[src/rtl/wb_stage_buffered.sv]
// Writeback stage: formats load data, selects it against the ALU result and passes
// rd / write-enable / branch redirect through a 2-entry elastic buffer.
// The buffer has a head register H and a skid register S.
// Valid/ready handshakes are used on both the MEM side and the consumer side.
// Optional feature: define WB_FWD_EN to add the decode-bypass ports fwd_valid/fwd_rd/fwd_data.
module wb_stage_buffered #(
  parameter int XLEN = 32,
  parameter int REGW = 5,
  localparam int AW = $clog2(XLEN / 8)
) (
  input  logic            clk,
  input  logic            rst,
  input  logic            in_valid,
  output logic            in_ready,
  input  logic            in_mem_to_reg,
  input  logic [2:0]      in_funct3,
  input  logic [AW-1:0]   in_addr_lo,
  input  logic [XLEN-1:0] in_data_mem,
  input  logic [XLEN-1:0] in_result_alu,
  input  logic            in_reg_write,
  input  logic [REGW-1:0] in_rd,
  input  logic            in_pc_src,
  input  logic [XLEN-1:0] in_branch_target,
  input  logic            flush,
  output logic            out_valid,
  input  logic            out_ready,
  output logic [XLEN-1:0] out_data,
  output logic            out_reg_write,
  output logic [REGW-1:0] out_rd,
  output logic            out_pc_src,
  output logic [XLEN-1:0] out_branch_target
`ifdef WB_FWD_EN
  ,
  output logic            fwd_valid,
  output logic [REGW-1:0] fwd_rd,
  output logic [XLEN-1:0] fwd_data
`endif
);

  // One buffered writeback transfer; the valid bit is kept separately.
  typedef struct packed {
    logic [XLEN-1:0] data;
    logic            reg_write;
    logic [REGW-1:0] rd;
    logic            pc_src;
    logic [XLEN-1:0] target;
  } entry_t;

  // ---------------------------------------------------------------------------
  // Load formatting (done before buffering so both entries hold final data)
  // ---------------------------------------------------------------------------
  logic [AW+2:0]   byte_off;
  logic [AW+2:0]   half_off;
  logic [7:0]      byte_val;
  logic [15:0]     half_val;
  logic [XLEN-1:0] word_sext;
  logic [XLEN-1:0] word_zext;
  logic [XLEN-1:0] load_val;

  // The byte lane uses every address bit.
  // The half lane ignores bit 0, so misaligned halves fall back to the enclosing aligned half.
  assign byte_off = {in_addr_lo, 3'b000};
  assign half_off = {in_addr_lo[AW-1:1], 4'b0000};
  assign byte_val = in_data_mem[byte_off +: 8];
  assign half_val = in_data_mem[half_off +: 16];

  generate
    if (XLEN == 64) begin : g_word64
      logic [AW+2:0] word_off;
      logic [31:0]   word_val;
      assign word_off  = {in_addr_lo[AW-1:2], 5'b00000};
      assign word_val  = in_data_mem[word_off +: 32];
      assign word_sext = {{32{word_val[31]}}, word_val};
      assign word_zext = {32'b0, word_val};
    end else begin : g_word32
      // A word already fills the datapath, so there is nothing to extend.
      // LWU therefore degenerates to passing the full word.
      assign word_sext = in_data_mem;
      assign word_zext = in_data_mem;
    end
  endgenerate

  // Select the load result by funct3 (RISC-V LOAD encoding).
  always_comb begin
    load_val = in_data_mem;
    case (in_funct3)
      3'b000:  load_val = {{(XLEN-8){byte_val[7]}}, byte_val};
      3'b001:  load_val = {{(XLEN-16){half_val[15]}}, half_val};
      3'b010:  load_val = word_sext;
      3'b100:  load_val = {{(XLEN-8){1'b0}}, byte_val};
      3'b101:  load_val = {{(XLEN-16){1'b0}}, half_val};
      3'b110:  load_val = word_zext;
      default: load_val = in_data_mem;  // LD and unused encodings pass the full word
    endcase
  end

  entry_t in_entry;

  // Assemble the incoming entry from the formatted result and the control fields.
  always_comb begin
    in_entry.data      = in_mem_to_reg ? load_val : in_result_alu;
    in_entry.reg_write = in_reg_write;
    in_entry.rd        = in_rd;
    in_entry.pc_src    = in_pc_src;
    in_entry.target    = in_branch_target;
  end

  // ---------------------------------------------------------------------------
  // Two-entry elastic buffer
  // ---------------------------------------------------------------------------
  entry_t h_reg, h_next;
  entry_t s_reg, s_next;
  logic   h_valid_reg, h_valid_next;
  logic   s_valid_reg, s_valid_next;
  logic   accept;
  logic   drain;

  // in_ready is a function of registered state only.
  // This keeps the upstream stall path free of any dependence on out_ready.
  assign in_ready = ~s_valid_reg & ~rst;
  assign accept   = in_valid & in_ready;
  assign drain    = ~h_valid_reg | out_ready;

  // Next-state for head and skid.
  // On a drain, the skid entry takes priority over new input, which preserves FIFO order.
  always_comb begin
    h_next       = h_reg;
    s_next       = s_reg;
    h_valid_next = h_valid_reg;
    s_valid_next = s_valid_reg;
    if (flush) begin
      h_valid_next = 1'b0;
      s_valid_next = 1'b0;
    end else if (drain) begin
      if (s_valid_reg) begin
        h_next       = s_reg;
        h_valid_next = 1'b1;
        s_valid_next = 1'b0;
      end else if (accept) begin
        h_next       = in_entry;
        h_valid_next = 1'b1;
      end else begin
        h_valid_next = 1'b0;
      end
    end else if (accept) begin
      s_next       = in_entry;
      s_valid_next = 1'b1;
    end
  end

  // Buffer state registers; reset clears everything, including the payload.
  always_ff @(posedge clk or posedge rst) begin
    if (rst) begin
      h_reg       <= '0;
      s_reg       <= '0;
      h_valid_reg <= 1'b0;
      s_valid_reg <= 1'b0;
    end else begin
      h_reg       <= h_next;
      s_reg       <= s_next;
      h_valid_reg <= h_valid_next;
      s_valid_reg <= s_valid_next;
    end
  end

  // The head drives the consumer.
  // Writes to x0 are suppressed here, so the register file never sees them.
  assign out_valid         = h_valid_reg;
  assign out_data          = h_reg.data;
  assign out_rd            = h_reg.rd;
  assign out_reg_write     = h_valid_reg & h_reg.reg_write & (h_reg.rd != '0);
  assign out_pc_src        = h_valid_reg & h_reg.pc_src;
  assign out_branch_target = h_reg.target;

`ifdef WB_FWD_EN
  // ---------------------------------------------------------------------------
  // Decode bypass: youngest buffered entry that will write a non-zero rd
  // ---------------------------------------------------------------------------
  logic s_fwd_hit;
  logic h_fwd_hit;

  assign s_fwd_hit = s_valid_reg & s_reg.reg_write & (s_reg.rd != '0);
  assign h_fwd_hit = h_valid_reg & h_reg.reg_write & (h_reg.rd != '0);

  // Skid is younger than head, so it wins; outputs are zeroed when neither hits.
  always_comb begin
    fwd_valid = 1'b0;
    fwd_rd    = '0;
    fwd_data  = '0;
    if (s_fwd_hit) begin
      fwd_valid = 1'b1;
      fwd_rd    = s_reg.rd;
      fwd_data  = s_reg.data;
    end else if (h_fwd_hit) begin
      fwd_valid = 1'b1;
      fwd_rd    = h_reg.rd;
      fwd_data  = h_reg.data;
    end
  end
`endif

endmodule

[config.mk]
export PLATFORM = sky130hd
export DESIGN_NAME = wb_stage_buffered
export DESIGN_NICKNAME = d
export VERILOG_FILES = /design/src/rtl/wb_stage_buffered.sv
export SDC_FILE = /design/constraint.sdc
export NUM_CORES = 1
export LEC_CHECK = 0
export BUFFER_PORTS_ARGS = -buffer_cell sky130_fd_sc_hd__buf_4
export CORE_ASPECT_RATIO = 0.6
export CORE_UTILIZATION = 49
export CTS_CLUSTER_SIZE = 10
export DETAILED_ROUTE_END_ITERATION = 7
export PLACE_DENSITY = 0.74
export SLEW_MARGIN = 20
export SYNTH_ARGS = -nofsm -noshare
export SYNTH_HDL_FRONTEND = slang
export SYNTH_SLANG_ARGS = --single-unit
export TNS_END_PERCENT = 10
[constraint.sdc]
create_clock -name clk -period 4.2 [get_ports clk]
set_input_delay 0.21 -clock clk [delete_from_list [all_inputs] [get_ports clk]]
set_output_delay 0.21 -clock clk [all_outputs]
set_load 0.005 [all_outputs]
## After elaboration in Yosys (flattened, before gate mapping)

Cells that the tools add are included.

- Eq/ne operators: 3
- Shifts and indexed selects: 2
- Mux-type cells: 11
- Bitwise operators: 11
- Reductions and logical operators: 7

Operators by type and width:

| cell | count |
|---|---|
| 2-to-1 mux 71 bit | 2 |
| case mux 32 bit (4 select lines) | 1 |
| 2-to-1 mux 32 bit | 1 |
| indexed part select 32 x 6 -> 16 bit | 1 |
| indexed part select 32 x 6 -> 8 bit | 1 |
| 2-to-1 mux 1 bit | 7 |
| == test 3 bit (second input constant) | 2 |
| AND reduction 3 bit | 2 |
| bitwise AND 1 bit | 5 |
| NOT 1 bit | 5 |
| nonzero test 5 bit | 1 |
| nonzero test 2 bit | 2 |
| == test 3 x 1 -> 1 bit (second input constant) | 1 |
| logical NOT 3 bit | 1 |
| nonzero test 3 bit | 1 |
| bitwise OR 1 bit | 1 |

- Flip-flop bits (word level): 144
- Bits of input ports: 114

## Logic depth before layout (Yosys ltp)

Gate-level depths: netlist of run 1.

- Word-level depth: 7
- Depth in mapped cells: 7

## Least setup slack after synthesis of run 1

OpenSTA, ideal clock, no wires.

- Path kind: reg-to-reg
- Start: register s_valid_reg
- End: register h_reg (netlist bit out_data[31])
- Data arrival time: 1480 ps
- Path slack: 2582 ps
- Stages on the path, launching flop included: 7
- Path buffers: 3
- Period minus slack after synthesis: 1618 ps
- Path through: dfrtp_1 -> clkbuf_1 -> o211a_1 -> nand2b_1 -> clkbuf_1 -> clkbuf_1 -> o211ai_1

- Longest elaborated chain between the ends: 5

RTL lines:

| item | RTL line | source |
|---|---|---|
| start: declaration | 114 | `logic s_valid_reg, s_valid_next;` |
| start signal: assignment | 162 | `s_valid_reg <= s_valid_next;` |
| NOT 1 bit | 120 | `assign in_ready = ~s_valid_reg & ~rst;` |
| bitwise AND 1 bit | 120 |  |
| bitwise AND 1 bit | 121 | `assign accept = in_valid & in_ready;` |
| nonzero test 2 bit (no line) | - |  |
| AND reduction 3 bit (no line) | - |  |
| end signal: assignment | 159 | `h_reg <= h_next;` |
| end: declaration | 111 | `entry_t h_reg, h_next;` |

Several ways; a longest one is shown, not always the timed one.
A chain may end at the register's enable or synchronous reset.

## Final worst setup path of run 1

- Start: register h_valid_reg (netlist: out_valid)
- End: register h_reg (netlist bit out_data[13])

- Longest elaborated chain between the ends: 3

RTL lines:

| item | RTL line | source |
|---|---|---|
| start: declaration | 113 | `logic h_valid_reg, h_valid_next;` |
| start signal: assignment | 161 | `h_valid_reg <= h_valid_next;` |
| NOT 1 bit | 122 | `assign drain = ~h_valid_reg \| out_ready;` |
| bitwise OR 1 bit | 122 |  |
| AND reduction 3 bit (no line) | - |  |

No other way between the ends.

==> results.md, run 1 <==
* Worst Setup End Kind: flop
* Required time of the critical path at ~4.5 ns
* Worst Hold Class: input port to flop
* Final Skew at 0.009824 ns
* Leakage at 4.372 nW
* Fin Hold WS at 0.007524 ns
* Setup CP Type: flop to flop
* Die W at 162.9 um
* Overall Global Routing Usage at approximately 27%
* Reg2Reg Depth at 5
* Hold Startpoint: in_branch_target[24]
* Die height at approximately 100 um
* Vias/cell at about 5.6
* Ys async rst share at 100.0%
* GRT busiest layer: met1
* Max capacitance violation total at 0
* CP startpoint: out_valid$_DFFE_PP0N_
* Met3 Track Usage GR at 6.145%
* Vias post-DR at roughly 6500
* Largest register FFs at 71
* Hold Vio Cnt, Final at 0
* Die ar. at roughly 0.016 mm^2
* Yosys top cell area share at 47.36%
* Cells after Synth at between 800 and 900
* Max Fclk at 0.3554 GHz
* Ports at about 190
* Nets at 1064
* Worst Path Arrival at around 3.1 ns
* Post-DP HPWL at between 10 and 15 mm
* CTS Root Cell: clkbuf_16
* Actual slew at the worst max-slew pin at approximately 1.1 ns
* Share of layout cells above drive strength 1 at approximately a quarter
* Initial antenna violation count at 0
* Grt met1 use at a little over two fifths
* Final worst-path cycle share at about two thirds
* Area leader, netlist: dfrtp_1
* Initial DRC Count at 643
* Routed wire per std cell at between 15 and 20 um
* Sink Count at approximately 140
* First-pass GRT wire length at 33.56 mm
* RSZ-0062 raised after global routing: false
* Max Buffers Root-to-Sink at 2
* Gpl congestion at between 0.9 and 1
* Met2 Use GR at a little under two fifths
* Initial Util at 51.39%
* Crit path launch type: flop
* Register area share after synthesis at 47.36%
* Routed Antenna Nets at 0
* Pin count of the biggest net entering global routing at 105
* Leading cell types by count after synthesis: nand2_1 (215), dfrtp_1 (144), buf_4 (70)
* Hold Crit Depth at 3
* CTS tree: done
* Inserted Diodes at 0
* Final min period at 2.814 ns
* Syn_area_per_cell at 8.930 um^2
* Synth warn at 0
* Net Count, Synth at slightly below 1000
* Pwr dens at about 450 mW/mm^2
* Max H-tree Level at 4
* Most instantiated library cell after synthesis: nand2_1
* Setup-failing EPs final at 0
* Rows at 34
* Number of synthesized flops with an enable pin at 0
* Clk_lat worst skew at 0.41 ns
* Grt ovf at 0
* Max Slew Vio Count at 0
* Area delta synth->final at 22.91%
* Worst-path clk slew at around 0.060 ns
* #FFs+latches synth at around 140
* CTS Buf Count at 17
* Core ar. at between 0.01 and 0.015 mm^2
* Reg-to-reg startpoint: out_valid$_DFFE_PP0N_
* Vias in the first global route at around 6200
* Design area at 0.009351 mm^2
* Relative slew slack at between 20 and 30%
* # port buffers at ~190
* Drt first pass iters at 5
* Area post-placement at approximately 0.0085 mm^2
* Residual DRC count at 0
* Layout Utilization at a little over three fifths
* Postcts setup bufs at 0
* Outcome: finished clean
* Setup TNS Final at 0 ns
* Crit-path max FO at 34
* Synthesized cell area at about 0.0076 mm^2
* Maximum VDD drop at approximately 0.00025 V
* Synth unique cells at 42
* Ys flop type: dfrtp_1
* Final Power at ~4.2 mW
* Drt total wl at ~21 mm
* Synth area leaders: dfrtp_1 (47%), nand2_1 (11%), buf_4 (6.9%), mux2i_1 (5.4%), o21ai_0 (3.6%)
## per-layer routing
layer  vias up  wire (um)
li1       3092          -
met1      3103       9926
met2       304       8778
met3        23       1914
met4         0        224
met5         -          0
## cell type report
class,instances,area (um^2)
Multi-Input combinational cell,568,3199
Sequential cell,144,3607
Timing Repair Buffer,213,1647
Clock inverter,11,152.6
Inverter,6,27.53
Fill cell,1288,5453
Tap cell,198,247.7
Clock buffer,21,470.5
## layout by cell type (no fill, tap or decap), types with 4 or more instances in the layout
cell,count
a211o_1,7
nand4b_1,8
buf_4,194
o22ai_1,24
o31ai_1,19
nand2b_1,4
a21boi_0,7
a21oi_1,49
nor2b_1,5
dfrtp_1,143
nand2_1,215
a311o_1,8
nor2_1,43
o21ai_0,54
nand4_1,8
clkbuf_16,17
mux2_2,8
o21ai_1,10
a31oi_1,23
o31ai_2,8
o2111ai_1,7
dlygate4sd3_1,19
mux2i_1,41
## logic make-up after synthesis
kind of cell,Yosys count,share of synthesized area [%]
mux,50,6.874
flops,144,47.36
simple gates,292,15.82
compound gates,226,19.34
buf+inv,140,10.61
## worst max-delay path, stage by stage, from the launching register on
cell and delay [ns]:
dfrtp_1 0.41, nand2b_1 0.58, o211a_1 0.26, buf_4 0.34, nand2b_1 0.67, o31ai_1 0.43
## repair_timing
action,in CTS,in global routing
setup endpoints to repair,0,0
hold buffers,19,0
hold endpoints to repair,20,0
resized for setup,0,0
## path summary, 6_finish.rpt
check | end | slack (ns)
setup reg to reg | out_data[13]$_DFFE_PP0P_ | 1.39
min in group asynchronous | out_rd[1]$_DFFE_PP0P_ | 0.03
setup / recovery | out_data[13]$_DFFE_PP0P_ | 1.39
hold / removal | s_reg[24]$_DFFE_PP0P_ | 0.008
max in group asynchronous | out_branch_target[5]$_DFFE_PP0P_ | 3.07
hold reg to reg | s_reg[14]$_DFFE_PP0P_ | 0.47
## power by group
part	switching (mW)	internal, mW
sequential	0.157	1.64
clock	0.593	0.988
combinational	0.387	0.411
total	1.14	3.04
## stage by stage
step,worst slack (ns),instances
CTS,1.407,1161
detailed placement,1.434,1110
global placement,1.553,1110
finish,1.386,1161
floorplan,0.1237,852
global route,1.158,1161
No activity file was read; power rests on OpenSTA's default activity.
==> run 2: changes to the inputs <==
--- a/config.mk
+++ b/config.mk
@@ -7,10 +7,10 @@
 export LEC_CHECK = 0
 export BUFFER_PORTS_ARGS = -buffer_cell sky130_fd_sc_hd__buf_4
 export CORE_ASPECT_RATIO = 0.6
-export CORE_UTILIZATION = 49
+export CORE_UTILIZATION = 54
 export CTS_CLUSTER_SIZE = 10
 export DETAILED_ROUTE_END_ITERATION = 7
-export PLACE_DENSITY = 0.74
+export PLACE_DENSITY = 0.78
 export SLEW_MARGIN = 20
 export SYNTH_ARGS = -nofsm -noshare
 export SYNTH_HDL_FRONTEND = slang
==> constraint.sdc (replaced) <==
create_clock -name clk -period 2.85 [get_ports clk]
set_input_delay 0.1425 -clock clk [delete_from_list [all_inputs] [get_ports clk]]
set_output_delay 0.1425 -clock clk [all_outputs]
set_load 0.005 [all_outputs]
==> results.md, run 2 (synthesis gave the netlist of run 1 again) <==
* Largest register FFs at 71 (unchanged)
* # fillers at 1071 (-17%)
* Crit path launch type: input port
* Highest-count cells in the layout ignoring fill and taps: nand2_1 (215), buf_4 (201), dfrtp_1 (143), o21ai_0 (54), a21oi_1 (49)
* Max H-tree Level at 4 (unchanged)
* CTS Buf Count at 17 (unchanged)
* Post-DP HPWL at 14.08 mm (-0.79%)
* Flop pwr share at 43.6% (+0.6 points)
* CTS Root Cell: clkbuf_16
* Max Slew Vio Count at 0 (unchanged)
* CP startpoint: flush
* Crit-path max FO at 45 (+32%)
* Max capacitance violation total at 0 (unchanged)
* Setup CP Type: input port to flop
* Grt ovf at 0 (unchanged)
* Maximum VDD drop at 0.0003741 V (+53%)
* Rows at 33 (-2.9%)
* Worst Path Arrival at 2.41 ns (-0.71 ns)
* Combinational power share at 20.0% (+0.9 points)
* NetSw at 1.638 mW (+44%)
* Initial Util at 55.50% (+4.1 points)
* Crit-path cells: dlygate4sd3_1 -> buf_4 -> clkinv_1 -> o211ai_1 -> buf_4 -> a21boi_0 -> o31ai_1
* Leakage at 4.486 nW (+2.6%)
* Resized cells post-CTS at 0 (unchanged)
* Worst-path clk slew at 0.06 ns (about the same)
* Vias/cell at 5.620 (about the same)
* Actual slew at the worst max-slew pin at 0.9577 ns (-0.1403 ns)
* # port buffers at 186 (unchanged)
* Sink Count at 144 (unchanged)
* Internal Pwr Total at 4.432 mW (+46%)
* Gpl congestion at 0.9957 (+10%)
* Die height at 93.95 um (-4.6%)
* Reg-to-reg startpoint: s_valid_reg$_DFFE_PP0P_
* Final Skew at 0.008786 ns (-0.001038 ns)
* Sw Share at 26.98% (-0.25 points)
* Max Buffers Root-to-Sink at 2 (unchanged)
* Die W at 155.2 um (-4.7%)
* Share of layout cells above drive strength 1 at 25.66% (-0.20 points)
* Setup TNS Final at 0 ns (unchanged)
* Most used cell along the critical path: buf_4
* Final min period at about 2.1 ns
* Reg2Reg Depth at 5 (unchanged)
* Setup crit end: out_data[9]$_DFFE_PP0P_
* Worst Setup End Kind: flop
* Register-to-register path setup slack at 0.83 ns (-0.56 ns)
* Final Power at 6.070 mW (+45%)
* Pin count of the biggest net entering global routing at 76 (-28%)
* Most common cell after layout, fill and taps aside: nand2_1
* Die ar. at 0.01458 mm^2 (-9.1%)
* Pwr dens at 632.6 mW/mm^2 (+42%)
* Slowest CP cell: dlygate4sd3_1
* RSZ-0062 raised after global routing: false
* Hold Vio Cnt, Final at 0 (unchanged)
* Vias post-DR at 6643 (+1.9%)
* Setup-failing EPs final at 0 (unchanged)
* Worst Hold Class: input port to flop
* First-pass GRT wire length at 32.58 mm (-2.9%)
* Ports at 187 (unchanged)
* Overall Global Routing Usage at 29.09% (+2.1 points)
* Residual DRC count at 0 (unchanged)
* Routed wire per std cell at 17.54 um (-2.3%)
* Relative slew slack at 36.15% (+9.4 points)
* Clk_lat worst skew at 0.41 ns (about the same)
* Inserted Diodes at 0 (unchanged)
* Vias in the first global route at 6166 (-0.42%)
* Required time of the critical path at 3.14 ns (-1.36 ns)
* Drt first pass iters at 7 (+2)
* Area delta synth->final at 26.11%
* Drt total wl at 20.73 mm (-0.52%)
* Initial antenna violation count at 0 (unchanged)
* CTS tree: done
* Nets at 1094 (+2.8%)
* Routed Antenna Nets at 0 (unchanged)
* Max Fclk at 0.4728 GHz
* Outcome: finished clean
* Initial DRC Count at 431 (-33%)
* Clk pwr share at 36.4% (-1.5 points)
* Critical Path Max Stage Delay at 0.54 ns (-0.13 ns)
* Final worst-path cycle share at about three quarters
* Core ar. at 0.01371 mm^2 (-7.4%)
* R2r endpoint: s_reg[18]$_DFFE_PP0P_
[run 2: how the worst min path moves through the flow]
stage	start	endpoint	slack, ns	depth (start not counted)
6_report	in_result_alu[2]	s_reg[41]$_DFFE_PP0P_	0.05	3
5_1_grt	in_result_alu[7]	s_reg[46]$_DFFE_PP0P_	0.06	3
4_1_cts	in_result_alu[2]	s_reg[41]$_DFFE_PP0P_	0.04	3
3_5_place_dp	rst	h_reg[38]$_DFFE_PP0P_	0.30	3
3_3_place_gp	rst	h_reg[38]$_DFFE_PP0P_	0.30	3
2_1_floorplan	flush	out_valid$_DFFE_PP0N_	0.21	1
[run 2: per-layer routing]
layer	global-route usage, %	share of wire [%]
met5	0	0
met4	6.127	0.94
met3	7.380	7.3
met2	42.19	44
met1	43.73	48
[run 2: critical path: cells and delay by family]
kind,cells,cell delay (ns)
buffers and inverters,4,1.62
AO/OA/AOI/OAI,3,0.62
[run 2: repair_timing]
item,CTS,global route
endpoints found under the setup margin,0,0
hold buffers,41,0
hold endpoints to repair,72,0
setup buffers,0,0
[run 2: power groups by stage]
stage	clock network, mW	registers [mW]	logic (mW)
2_1_floorplan	0	2.59	0.849
3_5_place_dp	0	2.66	1.16
3_3_place_gp	0	2.65	1.13
4_1_cts	2.23	2.64	1.21
5_1_grt	2.34	2.68	1.35
6_report	2.21	2.64	1.21
[run 2: cell type report]
class	instances	area, um^2	area share [%]
sequential	144	3607	37.59
clock buffer	19	442.9	4.616
multi-input combinational	568	3199	33.34
timing repair buffer	243	1939	20.21
tap	192	240.2	2.504
clock inverter	10	140.1	1.460
inverter	6	26.28	0.2738
[run 2: stage by stage]
stage / cells / setup WS, ns / area [um^2] / hold slack [ns] / util [%]
3_3_place_gp: 1112 / 0.9513 / 8602 / 0.3036 / 62.75
4_1_cts: 1182 / 0.7910 / 9595 / 0.04182 / 70.00
3_5_place_dp: 1112 / 0.8829 / 8602 / 0.2974 / 62.75
6_report: 1182 / 0.7350 / 9595 / 0.05059 / 70.00
2_1_floorplan: 852 / 0.9025 / 7612 / 0.2056 / -
5_1_grt: 1182 / 0.5536 / 9595 / 0.05502 / 70.00
